File: src/rtl/uart_rx_frame_ctrl_if.sv
// Byte-stream and payload-stream signals of the UART frame controller.
// slave: the frame controller; master: UART receiver, downstream sink and monitor side.
interface uart_rx_frame_ctrl_if;
    logic [7:0] rx_data;
    logic       rx_valid;
    logic       rx_error;
    logic [7:0] out_addr;
    logic [7:0] out_data;
    logic       out_last;
    logic       out_valid;
    logic       out_ready;
    logic       frame_ok;
    logic       frame_err;
    logic [2:0] err_code;
    logic       busy;

    modport slave (
        input  rx_data, rx_valid, rx_error, out_ready,
        output out_addr, out_data, out_last, out_valid,
        output frame_ok, frame_err, err_code, busy
    );

    modport master (
        output rx_data, rx_valid, rx_error, out_ready,
        input  out_addr, out_data, out_last, out_valid,
        input  frame_ok, frame_err, err_code, busy
    );
endinterface

File: src/rtl/uart_rx_frame_ctrl.sv
// Assembles SYNC/ADDR/LEN/PAYLOAD/CSUM frames from a UART byte stream and drains the payload.
// Define UART_FRM_STATS_EN to add saturating ok_cnt/err_cnt frame counters.
module uart_rx_frame_ctrl #(
    parameter int unsigned CLK_FREQ     = 50_000_000,
    parameter int unsigned BAUD         = 115200,
    parameter int unsigned MAX_LEN      = 16,
    parameter logic [7:0]  SYNC_BYTE    = 8'hA5,
    parameter int unsigned TIMEOUT_BITS = 20
) (
    input  logic clk,
    input  logic rst_n,
    uart_rx_frame_ctrl_if.slave bus
`ifdef UART_FRM_STATS_EN
    ,
    output logic [15:0] ok_cnt,
    output logic [15:0] err_cnt
`endif
);
    localparam int unsigned TIMEOUT_CYC = TIMEOUT_BITS * (CLK_FREQ / BAUD);
    localparam int unsigned TMO_W       = (TIMEOUT_CYC > 2) ? $clog2(TIMEOUT_CYC) : 1;
    localparam int unsigned BUF_W       = (MAX_LEN > 1) ? $clog2(MAX_LEN) : 1;
    localparam logic [TMO_W-1:0] TMO_LAST  = TMO_W'(TIMEOUT_CYC - 1);
    localparam logic [7:0]       MAX_LEN_B = 8'(MAX_LEN);

    typedef enum logic [2:0] {
        S_IDLE, S_ADDR, S_LEN, S_PAYLOAD, S_CSUM, S_DRAIN
    } state_e;

    typedef enum logic [2:0] {
        ERR_FRAMING = 3'd0,
        ERR_BADLEN  = 3'd1,
        ERR_CSUM    = 3'd2,
        ERR_TIMEOUT = 3'd3,
        ERR_OVERRUN = 3'd4
    } err_e;

    state_e           state;
    logic [7:0]       addr;
    logic [7:0]       len;
    logic [7:0]       idx;
    logic [7:0]       rd_idx;
    logic [7:0]       rd_nxt;
    logic [7:0]       sum;
    logic [TMO_W-1:0] tmo_cnt;
    logic [7:0]       buf_mem [MAX_LEN];

    assign rd_nxt = rd_idx + 8'd1;

    // NOTE: the payload buffer deliberately has no reset; its bytes are only read in DRAIN,
    // after the current frame has overwritten every entry it will expose.
    always_ff @(posedge clk) begin
        if (state == S_PAYLOAD && bus.rx_valid && !bus.rx_error)
            buf_mem[idx[BUF_W-1:0]] <= bus.rx_data;
    end

    task automatic abort_frame(input err_e code);
        state         <= S_IDLE;
        bus.busy      <= 1'b0;
        bus.frame_err <= 1'b1;
        bus.err_code  <= code;
    endtask

    always_ff @(posedge clk) begin
        if (!rst_n) begin
            state         <= S_IDLE;
            addr          <= '0;
            len           <= '0;
            idx           <= '0;
            rd_idx        <= '0;
            sum           <= '0;
            tmo_cnt       <= '0;
            bus.out_addr  <= '0;
            bus.out_data  <= '0;
            bus.out_last  <= 1'b0;
            bus.out_valid <= 1'b0;
            bus.frame_ok  <= 1'b0;
            bus.frame_err <= 1'b0;
            bus.err_code  <= '0;
            bus.busy      <= 1'b0;
        end else begin
            bus.frame_ok  <= 1'b0;
            bus.frame_err <= 1'b0;
            case (state)
                S_IDLE: begin
                    if (bus.rx_valid && bus.rx_data == SYNC_BYTE) begin
                        state    <= S_ADDR;
                        bus.busy <= 1'b1;
                        tmo_cnt  <= '0;
                    end
                end
                S_ADDR, S_LEN, S_PAYLOAD, S_CSUM: begin
                    // rx_error outranks a coincident byte; a byte outranks the timeout terminal count
                    if (bus.rx_error) begin
                        abort_frame(ERR_FRAMING);
                    end else if (bus.rx_valid) begin
                        tmo_cnt <= '0;
                        case (state)
                            S_ADDR: begin
                                addr  <= bus.rx_data;
                                sum   <= bus.rx_data;
                                state <= S_LEN;
                            end
                            S_LEN: begin
                                if (bus.rx_data > MAX_LEN_B) begin
                                    abort_frame(ERR_BADLEN);
                                end else begin
                                    len   <= bus.rx_data;
                                    sum   <= sum + bus.rx_data;
                                    idx   <= '0;
                                    state <= (bus.rx_data == 8'd0) ? S_CSUM : S_PAYLOAD;
                                end
                            end
                            S_PAYLOAD: begin
                                sum <= sum + bus.rx_data;
                                idx <= idx + 8'd1;
                                if (idx == len - 8'd1)
                                    state <= S_CSUM;
                            end
                            default: begin
                                if ((sum + bus.rx_data) == 8'h00) begin
                                    bus.frame_ok <= 1'b1;
                                    if (len != 8'd0) begin
                                        state         <= S_DRAIN;
                                        rd_idx        <= '0;
                                        bus.out_valid <= 1'b1;
                                        bus.out_addr  <= addr;
                                        bus.out_data  <= buf_mem[0];
                                        bus.out_last  <= (len == 8'd1);
                                    end else begin
                                        state    <= S_IDLE;
                                        bus.busy <= 1'b0;
                                    end
                                end else begin
                                    abort_frame(ERR_CSUM);
                                end
                            end
                        endcase
                    end else if (tmo_cnt == TMO_LAST) begin
                        abort_frame(ERR_TIMEOUT);
                    end else begin
                        tmo_cnt <= tmo_cnt + 1'b1;
                    end
                end
                S_DRAIN: begin
                    if (bus.rx_valid) begin
                        bus.frame_err <= 1'b1;
                        bus.err_code  <= ERR_OVERRUN;
                    end
                    if (bus.out_ready) begin
                        if (bus.out_last) begin
                            state         <= S_IDLE;
                            bus.busy      <= 1'b0;
                            bus.out_valid <= 1'b0;
                            bus.out_last  <= 1'b0;
                        end else begin
                            rd_idx       <= rd_nxt;
                            bus.out_data <= buf_mem[rd_nxt[BUF_W-1:0]];
                            bus.out_last <= (rd_nxt == len - 8'd1);
                        end
                    end
                end
                default: begin
                    state    <= S_IDLE;
                    bus.busy <= 1'b0;
                end
            endcase
        end
    end

`ifdef UART_FRM_STATS_EN
    always_ff @(posedge clk) begin
        if (!rst_n) begin
            ok_cnt  <= '0;
            err_cnt <= '0;
        end else begin
            if (bus.frame_ok && ok_cnt != 16'hFFFF)
                ok_cnt <= ok_cnt + 16'd1;
            if (bus.frame_err && err_cnt != 16'hFFFF)
                err_cnt <= err_cnt + 16'd1;
        end
    end
`endif
endmodule

File: src/flat_wrapper.sv
// flat-port wrapper written by rule: the top's interface ports become plain ports
module uart_rx_frame_ctrl_flat 
#(
    parameter int unsigned CLK_FREQ     = 50_000_000,
    parameter int unsigned BAUD         = 115200,
    parameter int unsigned MAX_LEN      = 16,
    parameter logic [7:0]  SYNC_BYTE    = 8'hA5,
    parameter int unsigned TIMEOUT_BITS = 20
)
  (clk, rst_n, bus_rx_data, bus_rx_valid, bus_rx_error, bus_out_ready, bus_out_addr, bus_out_data, bus_out_last, bus_out_valid, bus_frame_ok, bus_frame_err, bus_err_code, bus_busy);
  uart_rx_frame_ctrl_if bus_i ();
  input  logic clk;
  input  logic rst_n;
  input wire logic [$bits(bus_i.rx_data)-1:0] bus_rx_data;
  input wire logic [$bits(bus_i.rx_valid)-1:0] bus_rx_valid;
  input wire logic [$bits(bus_i.rx_error)-1:0] bus_rx_error;
  input wire logic [$bits(bus_i.out_ready)-1:0] bus_out_ready;
  output wire logic [$bits(bus_i.out_addr)-1:0] bus_out_addr;
  output wire logic [$bits(bus_i.out_data)-1:0] bus_out_data;
  output wire logic [$bits(bus_i.out_last)-1:0] bus_out_last;
  output wire logic [$bits(bus_i.out_valid)-1:0] bus_out_valid;
  output wire logic [$bits(bus_i.frame_ok)-1:0] bus_frame_ok;
  output wire logic [$bits(bus_i.frame_err)-1:0] bus_frame_err;
  output wire logic [$bits(bus_i.err_code)-1:0] bus_err_code;
  output wire logic [$bits(bus_i.busy)-1:0] bus_busy;
  assign bus_i.rx_data = bus_rx_data;
  assign bus_i.rx_valid = bus_rx_valid;
  assign bus_i.rx_error = bus_rx_error;
  assign bus_i.out_ready = bus_out_ready;
  assign bus_out_addr = bus_i.out_addr;
  assign bus_out_data = bus_i.out_data;
  assign bus_out_last = bus_i.out_last;
  assign bus_out_valid = bus_i.out_valid;
  assign bus_frame_ok = bus_i.frame_ok;
  assign bus_frame_err = bus_i.frame_err;
  assign bus_err_code = bus_i.err_code;
  assign bus_busy = bus_i.busy;
  uart_rx_frame_ctrl #(.CLK_FREQ(CLK_FREQ), .BAUD(BAUD), .MAX_LEN(MAX_LEN), .SYNC_BYTE(SYNC_BYTE), .TIMEOUT_BITS(TIMEOUT_BITS)) u_core (.clk(clk), .rst_n(rst_n), .bus(bus_i));
endmodule
File: config.mk
export PLATFORM = sky130hd
export DESIGN_NAME = uart_rx_frame_ctrl_flat
export DESIGN_NICKNAME = d
export VERILOG_FILES = /design/src/rtl/uart_rx_frame_ctrl_if.sv /design/src/rtl/uart_rx_frame_ctrl.sv /design/src/flat_wrapper.sv
export SDC_FILE = /design/constraint.sdc
export NUM_CORES = 1
export LEC_CHECK = 0
export ABC_AREA = 1
export BUFFER_PORTS_ARGS = -buffer_cell sky130_fd_sc_hd__buf_2
export CORE_MARGIN = 4
export CORE_UTILIZATION = 35
export DETAILED_ROUTE_END_ITERATION = 12
export SKIP_LAST_GASP = 1
export SLEW_MARGIN = 20
export SYNTH_ARGS = -nofsm -noshare
export SYNTH_HDL_FRONTEND = slang
export SYNTH_SLANG_ARGS = --single-unit
File: constraint.sdc
create_clock -name clk -period 6.6 [get_ports clk]
set_clock_uncertainty 0.05 [all_clocks]
set_input_delay 1.98 -clock clk [delete_from_list [all_inputs] [get_ports clk]]
set_output_delay 1.98 -clock clk [all_outputs]
set_load 0.05 [all_outputs]
# [After elaboration in Yosys (flattened, before gate mapping)]
# Memories as Yosys holds them, arrays and structs flattened.
# Index checks and enable logic that the tools add are counted.
[totals] input_bits=13 ram_bits=128 regBits=81 output_inout_bits=24 word_cells=166 memories=1
[classes] add_sub_neg=5 magnitude_cmp=1 reduce_logical=28 bitwise=6 n_mux=82 eq_ne=28
[memory_table] memory="u_core.buf_mem" depth=16 word_bits=8 rd=2 rd_clocked_by_memory_dff=0 wr=1 line_no="uart_rx_frame_ctrl.sv:45" text="logic [7:0] buf_mem [MAX_LEN];"
[ops] op="8-bit two-way mux" n=16
[ops] op="14-bit two-way mux" n=4
[ops] op="3-bit two-way mux" n=17
[ops] op="8-bit one-hot mux with 2 select lines" n=3
[ops] op="1-bit two-way mux" n=30
[ops] op="14-bit one-hot mux with 2 select lines" n=1
[ops] op="8-bit one-hot mux with 3 select lines" n=1
[ops] op="5-bit AND reduction" n=4
[ops] op="3-bit one-hot mux with 3 select lines" n=2
[ops] op="8-bit by 1-bit adder with 8-bit output, second input constant" n=2
[ops] op="8-bit == test" n=2
[ops] op="8-bit logical NOT" n=2
[ops] op="8-bit AND reduction" n=2
[ops] op="14-bit by 1-bit adder with 14-bit output, second input constant" n=1
[ops] op="14-bit == test, second input constant" n=1
[ops] op="2-bit != test, second input constant" n=7
[ops] op="7-bit AND reduction" n=2
[ops] op="3-bit one-hot mux with 2 select lines" n=2
[ops] op="6-bit AND reduction" n=2
[ops] op="5-bit != test, second input constant" n=2
[ops] op="1-bit one-hot mux with 2 select lines" n=5
[ops] op="8-bit adder" n=1
[ops] op="8-bit by 1-bit == test with 1-bit output, second input constant" n=1
[ops] op="8-bit == test, second input constant" n=1
[ops] op="24 further kinds" n=39

# [Logic depth before layout (Yosys ltp)]
# Gate-level depths: netlist (run 1).
[logic_depth] depth_word=7 ltp_mapped=16 mapped_depth_nobuf=16

# [Least setup slack after synthesis (run 1)]
# No wires, ideal clock.
[synth_timing] kind="input to register" from="in bus_rx_data[0]" to="reg u_core.bus.out_addr[0]" setup_ps=116 setup_slack_ps=2544 path_stages=10 arrival_ps=3890 required_ps=6434 n_path_buf=0 cell_sequence="ha_1 fa_1 or2_2 nor2_1 nand3_1 nor2_4 nand3_1 nand3b_1 nor2_1 nor2_1"
[synth_between] elab_chain_len=3
[synth_rtl] item="start, declared" line_no="flat_wrapper.sv:14" text="input wire logic [$bits(bus_i.rx_data)-1:0] bus_rx_data;"
[synth_rtl] item="8-bit adder" line_no="uart_rx_frame_ctrl.sv:120" text="if ((sum + bus.rx_data) == 8'h00) begin"
[synth_rtl] item="8-bit logical NOT" line_no="uart_rx_frame_ctrl.sv:120"
[synth_rtl] item="6-bit AND reduction (no source line)"
[synth_rtl] item="end signal, assigned" line_no="uart_rx_frame_ctrl.sv:126" text="bus.out_addr <= addr;"
[synth_rtl] item="end, declared" line_no="uart_rx_frame_ctrl_if.sv:19" text="output out_addr, out_data, out_last, out_valid,"
# No other way between the ends.
# A chain may end at the register's enable or synchronous reset.

# [Worst setup path in the final report (run 1)]
[layout_timing] from="in bus_rx_data[0]" to="reg u_core.rd_idx[5]"
[layout_between] elab_chain_len=4
[layout_rtl] item="8-bit adder" line_no="uart_rx_frame_ctrl.sv:120"
[layout_rtl] item="8-bit logical NOT" line_no="uart_rx_frame_ctrl.sv:120"
[layout_rtl] item="2-bit by 1-bit != test with 1-bit output (no source line)"
[layout_rtl] item="8-bit AND reduction (no source line)"
[layout_rtl] item="end signal, assigned" line_no="uart_rx_frame_ctrl.sv:156" text="rd_idx <= rd_nxt;"
[layout_rtl] item="end, declared" line_no="uart_rx_frame_ctrl.sv:41" text="logic [7:0] rd_idx;"
# No other way between the ends.

==> run_results.csv, run 1 <==
group,metric,value,unit
route,route.vias.total,7816,
global_routing,grt_overflow,0,
critical_path,r2r_slack,3.49,ns
finish,syn2layout_area_growth,11.8,%
finish,final_common_cell,"nand2_1",
timing,setup_violations,0,
placement,pre_cts_ws,1.64,ns
finish,seqCellArea,0.00547,sq mm
die,rows,61,
global_routing,grt_max_degree,76,
synth,synth-main-ff-cell,"edfxtp_1",
synth,synth-edff-count,128,
timing,maxSlewViolCount,0,
critical_path,endpoint_kind,"flop",
global_routing,first_global_vias,7566,
hold_path,min_path_cells,2,
timing,final.setup.tns,0,ns
power_and_ir_drop,vdd_drop_max,0.000186,V
critical_path,crit_type,"in -> reg",
synth,synth.distinct_cells,46,
die,die_h,178,um
die,start_util,35.9,%
synth,synthCells,1170,
timing,rsz0062_at_grt,"no",
global_routing,antenna_found_initial,0,
timing,worstMarginPinSlew,0.958,ns
route,vias_per_cell,4.92,
route,first_iter_violations,545,
critical_path,crit_fanout,22,
route,drc,0,
hold_path,hold_class,"reg -> reg",
cts,cts_buffer_depth,3,
timing,worst_slack,2.18,ns
hold_path,hp-start,"u_core.bus.err_code[2]$_SDFFE_PN0P_",
power_and_ir_drop,p_leak,4.42,nW
timing,slew_headroom,35.9,%
cts,cts_hold_buf,0,
placement,port-buffer-count,36,
critical_path,timing.rr.start,"u_core.rd_idx[0]$_SDFFE_PN0P_",
route,dr.pass1.iters,5,
critical_path,cp.required,6.92,ns
cts,cts_tree,"built",
cts,cts_root_buf,"clkbuf_16",
synth,async_flop_share,0,%
synth,syn-num-nets,1200,
global_routing,grt_pass1_wl,40300,um
global_routing,gr-usage-all-layers,15.8,%
cts,clkSinkCount,209,
run,cap_violations,0,
synth,yosys_warnings,0,
critical_path,arrival,4.75,ns
route,routedWlPerCell,15.7,um
synth,ys_seq_area_share,54.2,%
synth,ys_seq_elements,209,
die,die-area,0.0316,sq mm
cts,post_cts_buffers,0,
die,die_w,178,um
finish,drive_gt1_share,9.75,%
cts,clk_pin_slew,0.06,ns
finish,nFillCells,2841,
finish,fin_util,40.1,%
power_and_ir_drop,p_per_area,301,mW/mm^2
timing,period_share,67.0,%
cts,cts_htree_levels,1,
die,io_pins,37,
timing,fmax,0.226,GHz
placement,gp_congestion,0.819,
timing,hold_violations,0,
status,status,"finished clean",
die,core-area,0.0281,sq mm
finish,num_antenna_cells,0,
cts,post_cts_resized,0,
route,ant_nets,0,
critical_path,r2r-end,"u_core.bus.out_data[0]$_SDFFE_PN0P_",
hold_path,min_to,"u_core.bus.err_code[2]$_SDFFE_PN0P_",
synth,synth_area,0.0101,sq mm
placement,hpwl,16100,um
timing,timing.final.crit_period,4.42,ns
finish,final_cell_mix,"243 x nand2_1, 195 x nor2_1, 128 x edfxtp_1",
critical_path,r2r_cells,11,
finish,multi_input_area,0.00401,sq mm
cts,worstSkewPairLatency,0.52,ns
critical_path,cp-start-kind,"input pin",
cts,cts_buffers,23,
route,wl,25000,um
finish,fin_nets,1225,
synth,avgSynthCellArea,8.62,sq um
state kept, by name, indices dropped and copies added (netlist names), 8 cells and up:
register and count:
u_core.idx 8, u_core.bus.out_addr 8, u_core.sum 8, u_core.buf_mem 128, u_core.rd_idx 8, u_core.addr 8, u_core.tmo_cnt 14, u_core.len 8
u_core.bus.out_data 8
metrics by stage:
stage | cell area [sq um] | power, W | hold slack, ns | instances
floorplan | 10100 | 0.00208 | 0.399 | 1170
global placement | 10600 | 0.00220 | 0.401 | 1548
detailed placement | 10600 | 0.00221 | 0.414 | 1548
CTS | 11300 | 0.00342 | 0.424 | 1588
global route | 11300 | 0.00356 | 0.444 | 1588
finish | 11300 | 0.00339 | 0.419 | 1588
cell usage after synthesis, types with 2 or more instances:
master / instances / area (sq um)
a21oi_1: 60 / 300
edfxtp_1: 128 / 3840
nor3_2: 4 / 40.0
nand3_4: 2 / 35.0
inv_1: 96 / 360
xnor2_1: 3 / 26.3
a31oi_1: 8 / 50.1
nor4_1: 2 / 12.5
or2_2: 3 / 18.8
nand3b_1: 2 / 15.0
buf_2: 13 / 65.1
nor3b_1: 3 / 22.5
o21ai_0: 87 / 435
clkbuf_1: 22 / 82.6
nand2_1: 243 / 912
dfxtp_1: 81 / 1620
nand3_1: 95 / 475
o211ai_1: 8 / 60.1
nand4_1: 25 / 156
o21a_1: 2 / 15.0
inv_2: 10 / 37.5
xor2_1: 9 / 78.8
ha_1: 16 / 200
a211oi_1: 4 / 30.0
buf_6: 3 / 33.8
nand2_2: 3 / 18.8
nor3_1: 9 / 45.0
nand3_2: 3 / 30.0
nor2_1: 195 / 732
nor2_2: 9 / 56.3
nor2_4: 5 / 56.3
o21ai_1: 3 / 15.0
report_power, final:
part	total (W)	internal, W	leakage (nW)	switching [W]
clock network	0.00122	0.000712	0.349	0.000503
registers	0.00148	0.00144	1.81	0.0000454
logic	0.000694	0.000187	2.26	0.000507
total	0.00339	0.00234	4.42	0.00106
logic make-up after synthesis:
logic type | Yosys count | share of synthesized area (%)
and+or+nand+nor | 604 | 26.1
DFF | 209 | 54.2
AOI/OAI and AO/OA | 177 | 9.75
buffers and inverters | 148 | 6.04
adders and majority gates | 17 | 2.18
xor gates and xnor gates | 15 | 1.70
worst max path at each step:
stage | from | end | slack, ns | cells past startpoint
finish | bus_rx_data[0] | u_core.rd_idx[5]$_SDFFE_PN0P_ | 2.18 | 12
global route | bus_rx_data[0] | u_core.rd_idx[6]$_SDFFE_PN0P_ | 1.93 | 12
CTS | bus_rx_data[0] | u_core.rd_idx[5]$_SDFFE_PN0P_ | 2.17 | 12
detailed placement | bus_rx_data[0] | u_core.rd_idx[5]$_SDFFE_PN0P_ | 1.64 | 12
global placement | bus_rx_data[0] | u_core.rd_idx[4]$_SDFFE_PN0P_ | 1.71 | 12
floorplan | bus_rx_data[0] | u_core.bus.out_addr[0]$_SDFFE_PN0P_ | 2.54 | 10
worst max-delay path: stages:
cell and delay (ns):
buf_2 0.37, ha_1 0.32, fa_1 0.45, or2_2 0.30, nor2_1 0.10, nand3_1 0.13, nor2_4 0.17, nand3_2 0.09
nand2_2 0.33, nand3_4 0.28, nand2_1 0.12, a21oi_1 0.06
routing by layer:
layer  wire length [um]  global-route usage, %  vias up
met4                483                   3.67        0
met1              11800                   22.2     3622
met2              11500                   26.0      194
li1                   -                      -     3966
met3               1160                   2.17       34
met5                  0                      0        -
final cells by class:
class                      count  share of cell area [%]
clock buffer                  37                    6.14
timing repair buffer          41                    1.93
multi-input combinational    813                    35.5
sequential                   209                    48.5
clock inverter                 3                   0.155
tap                          378                    4.19
inverter                     107                    3.56
Power figures use the tool's default switching activity.
==> run 2, diff against run 1 <==
- clock period: 6.6 -> 3.8 ns (I/O delays scaled with it)
==> run_results.csv, run 2 (synthesis gave the netlist of run 1 again) <==
group,metric,value,unit
status,status,"finished clean",
placement,hpwl,16800,um
cts,cts_buffer_depth,3,
critical_path,path_buf_inv,1,
die,core-area,0.0281,sq mm
power_and_ir_drop,vdd_drop_max,0.000403,V
timing,holdWs,0.414,ns
critical_path,arrival,3.54,ns
finish,fin_nets,1259,
global_routing,first_global_vias,7695,
timing,timing.final.crit_period,3.19,ns
critical_path,crit_fanout,8,
route,vias_per_cell,4.96,
die,io_pins,37,
finish,nFillCells,2847,
power_and_ir_drop,p_leak,4.62,nW
cts,worstSkewPairLatency,0.52,ns
route,ant_nets,0,
global_routing,grt_max_degree,73,
finish,drive_gt1_share,12.4,%
global_routing,gr-usage-all-layers,16.2,%
timing,maxSlewViolCount,0,
critical_path,path_delay_family,"simple AND/OR/NAND/NOR gates",
hold_path,min_to,"u_core.bus.out_valid$_SDFFE_PN0P_",
route,wl,25500,um
timing,setup_violations,0,
hold_path,hp-start,"u_core.bus.out_valid$_SDFFE_PN0P_",
cts,post_cts_resized,0,
hold_path,min_path_cells,2,
critical_path,crit_chain,"buf_2 -> ha_1 -> fa_1 -> or2_2 -> nor2_1 -> nand3_1 -> nor2_4 -> nand3_1 -> nand3b_1 -> nor2_1 -> nor2_1",
route,first_iter_violations,600,
route,dr.pass1.iters,5,
route,route.vias.total,8050,
timing,worst_slack,0.611,ns
cts,cts_hold_buf,0,
finish,largest_reg_flops,128,
placement,port-buffer-count,36,
timing,fmax,0.314,GHz
die,die_h,178,um
cts,cts_root_buf,"clkbuf_16",
timing,period_share,83.9,%
cts,cts_buffers,24,
route,drc,0,
placement,pre_cts_ws,0.0879,ns
critical_path,crit_type,"in -> reg",
run,cap_violations,0,
critical_path,r2r_cells,10,
die,rows,61,
timing,slew_headroom,45.9,%
timing,worstMarginPinSlew,0.811,ns
finish,num_antenna_cells,0,
finish,final_common_cell,"nand2_1",
cts,post_cts_buffers,0,
cts,clk_pin_slew,0.06,ns
critical_path,cpMostUsedCell,"nor2_1",
finish,syn2layout_area_growth,14.8,%
placement,dpl_cell_area,0.0108,sq mm
critical_path,cp_slowest_cell,"fa_1",
global_routing,antenna_found_initial,0,
critical_path,r2r-end,"u_core.bus.out_addr[0]$_SDFFE_PN0P_",
die,die_w,178,um
placement,dp_cells,1581,
critical_path,endpoint_kind,"flop",
critical_path,cp-start-kind,"input pin",
global_routing,grt_pass1_wl,41100,um
finish,design_area,0.0116,sq mm
global_routing,grt_overflow,0,
finish,final_cell_mix,"243 x nand2_1, 195 x nor2_1, 128 x edfxtp_1",
cts,clkSinkCount,209,
critical_path,r2r_slack,1.10,ns
cts,cts_htree_levels,1,
timing,hold_violations,0,
critical_path,timing.rr.start,"u_core.sum[0]$_SDFFE_PN0P_",
placement,gp_congestion,0.819,
hold_path,hold_class,"reg -> reg",
timing,rsz0062_at_grt,"no",
finish,layoutNonFillerInstCount,1623,
power_and_ir_drop,p_per_area,521,mW/mm^2
die,die-area,0.0316,sq mm
critical_path,slowest_delay,0.48,ns
critical_path,cp.required,4.15,ns
timing,final.setup.tns,0,ns
cts,cts_tree,"built",
route,routedWlPerCell,15.7,um
die,start_util,35.9,%
run 2: worst max-delay path by stage:
stage | depth (start not counted) | slack [ns] | to | startpoint
3_3_place_gp | 11 | 0.12 | u_core.bus.out_addr[5]$_SDFFE_PN0P_ | bus_rx_data[0]
2_1_floorplan | 10 | 0.58 | u_core.bus.out_addr[0]$_SDFFE_PN0P_ | bus_rx_data[0]
3_5_place_dp | 11 | 0.09 | u_core.bus.out_addr[0]$_SDFFE_PN0P_ | bus_rx_data[0]
6_report | 11 | 0.61 | u_core.bus.out_addr[0]$_SDFFE_PN0P_ | bus_rx_data[0]
4_1_cts | 11 | 0.63 | u_core.bus.out_addr[0]$_SDFFE_PN0P_ | bus_rx_data[0]
5_1_grt | 11 | 0.41 | u_core.bus.out_addr[3]$_SDFFE_PN0P_ | bus_rx_data[0]
run 2: per-stage QoR:
stage / total power, W / utilization (%)
floorplan: 0.00361 / -
global placement: 0.00387 / 38.5
detailed placement: 0.00388 / 38.5
CTS: 0.00608 / 41.2
global route: 0.00633 / 41.2
finish: 0.00603 / 41.2
run 2: area by class of cell:
class	count	area [sq um]	share of cell area, %
inverter	107	402	3.47
multi-input combinational	813	4010	34.6
sequential	209	5470	47.2
timing repair buffer	74	465	4.02
tap	378	473	4.09
clock buffer	36	716	6.18
clock inverter	6	43.8	0.378
run 2: worst register-to-register path: cells and delay by family (launching register included):
family	cells	cell delay (ns)
flip-flops	1	0.31
adder cells (fa/ha/maj)	2	0.72
AND/OR/NAND/NOR	8	1.51
run 2: metal layers:
layer | global-route usage, % | share of wire, % | vias to the layer above
li1 | - | - | 4043
met3 | 2.30 | 5.1 | 42
met5 | 0 | 0 | -
met2 | 25.9 | 45 | 167
met4 | 4.19 | 2.6 | 0
met1 | 23.2 | 47 | 3798
run 2: power by group:
group / leakage (nW) / internal, W / switching, W / total, W
Combinational: 2.43 / 0.000362 / 0.000896 / 0.00126
Clock: 0.376 / 0.00130 / 0.000900 / 0.00220
Sequential: 1.81 / 0.00250 / 0.0000813 / 0.00258
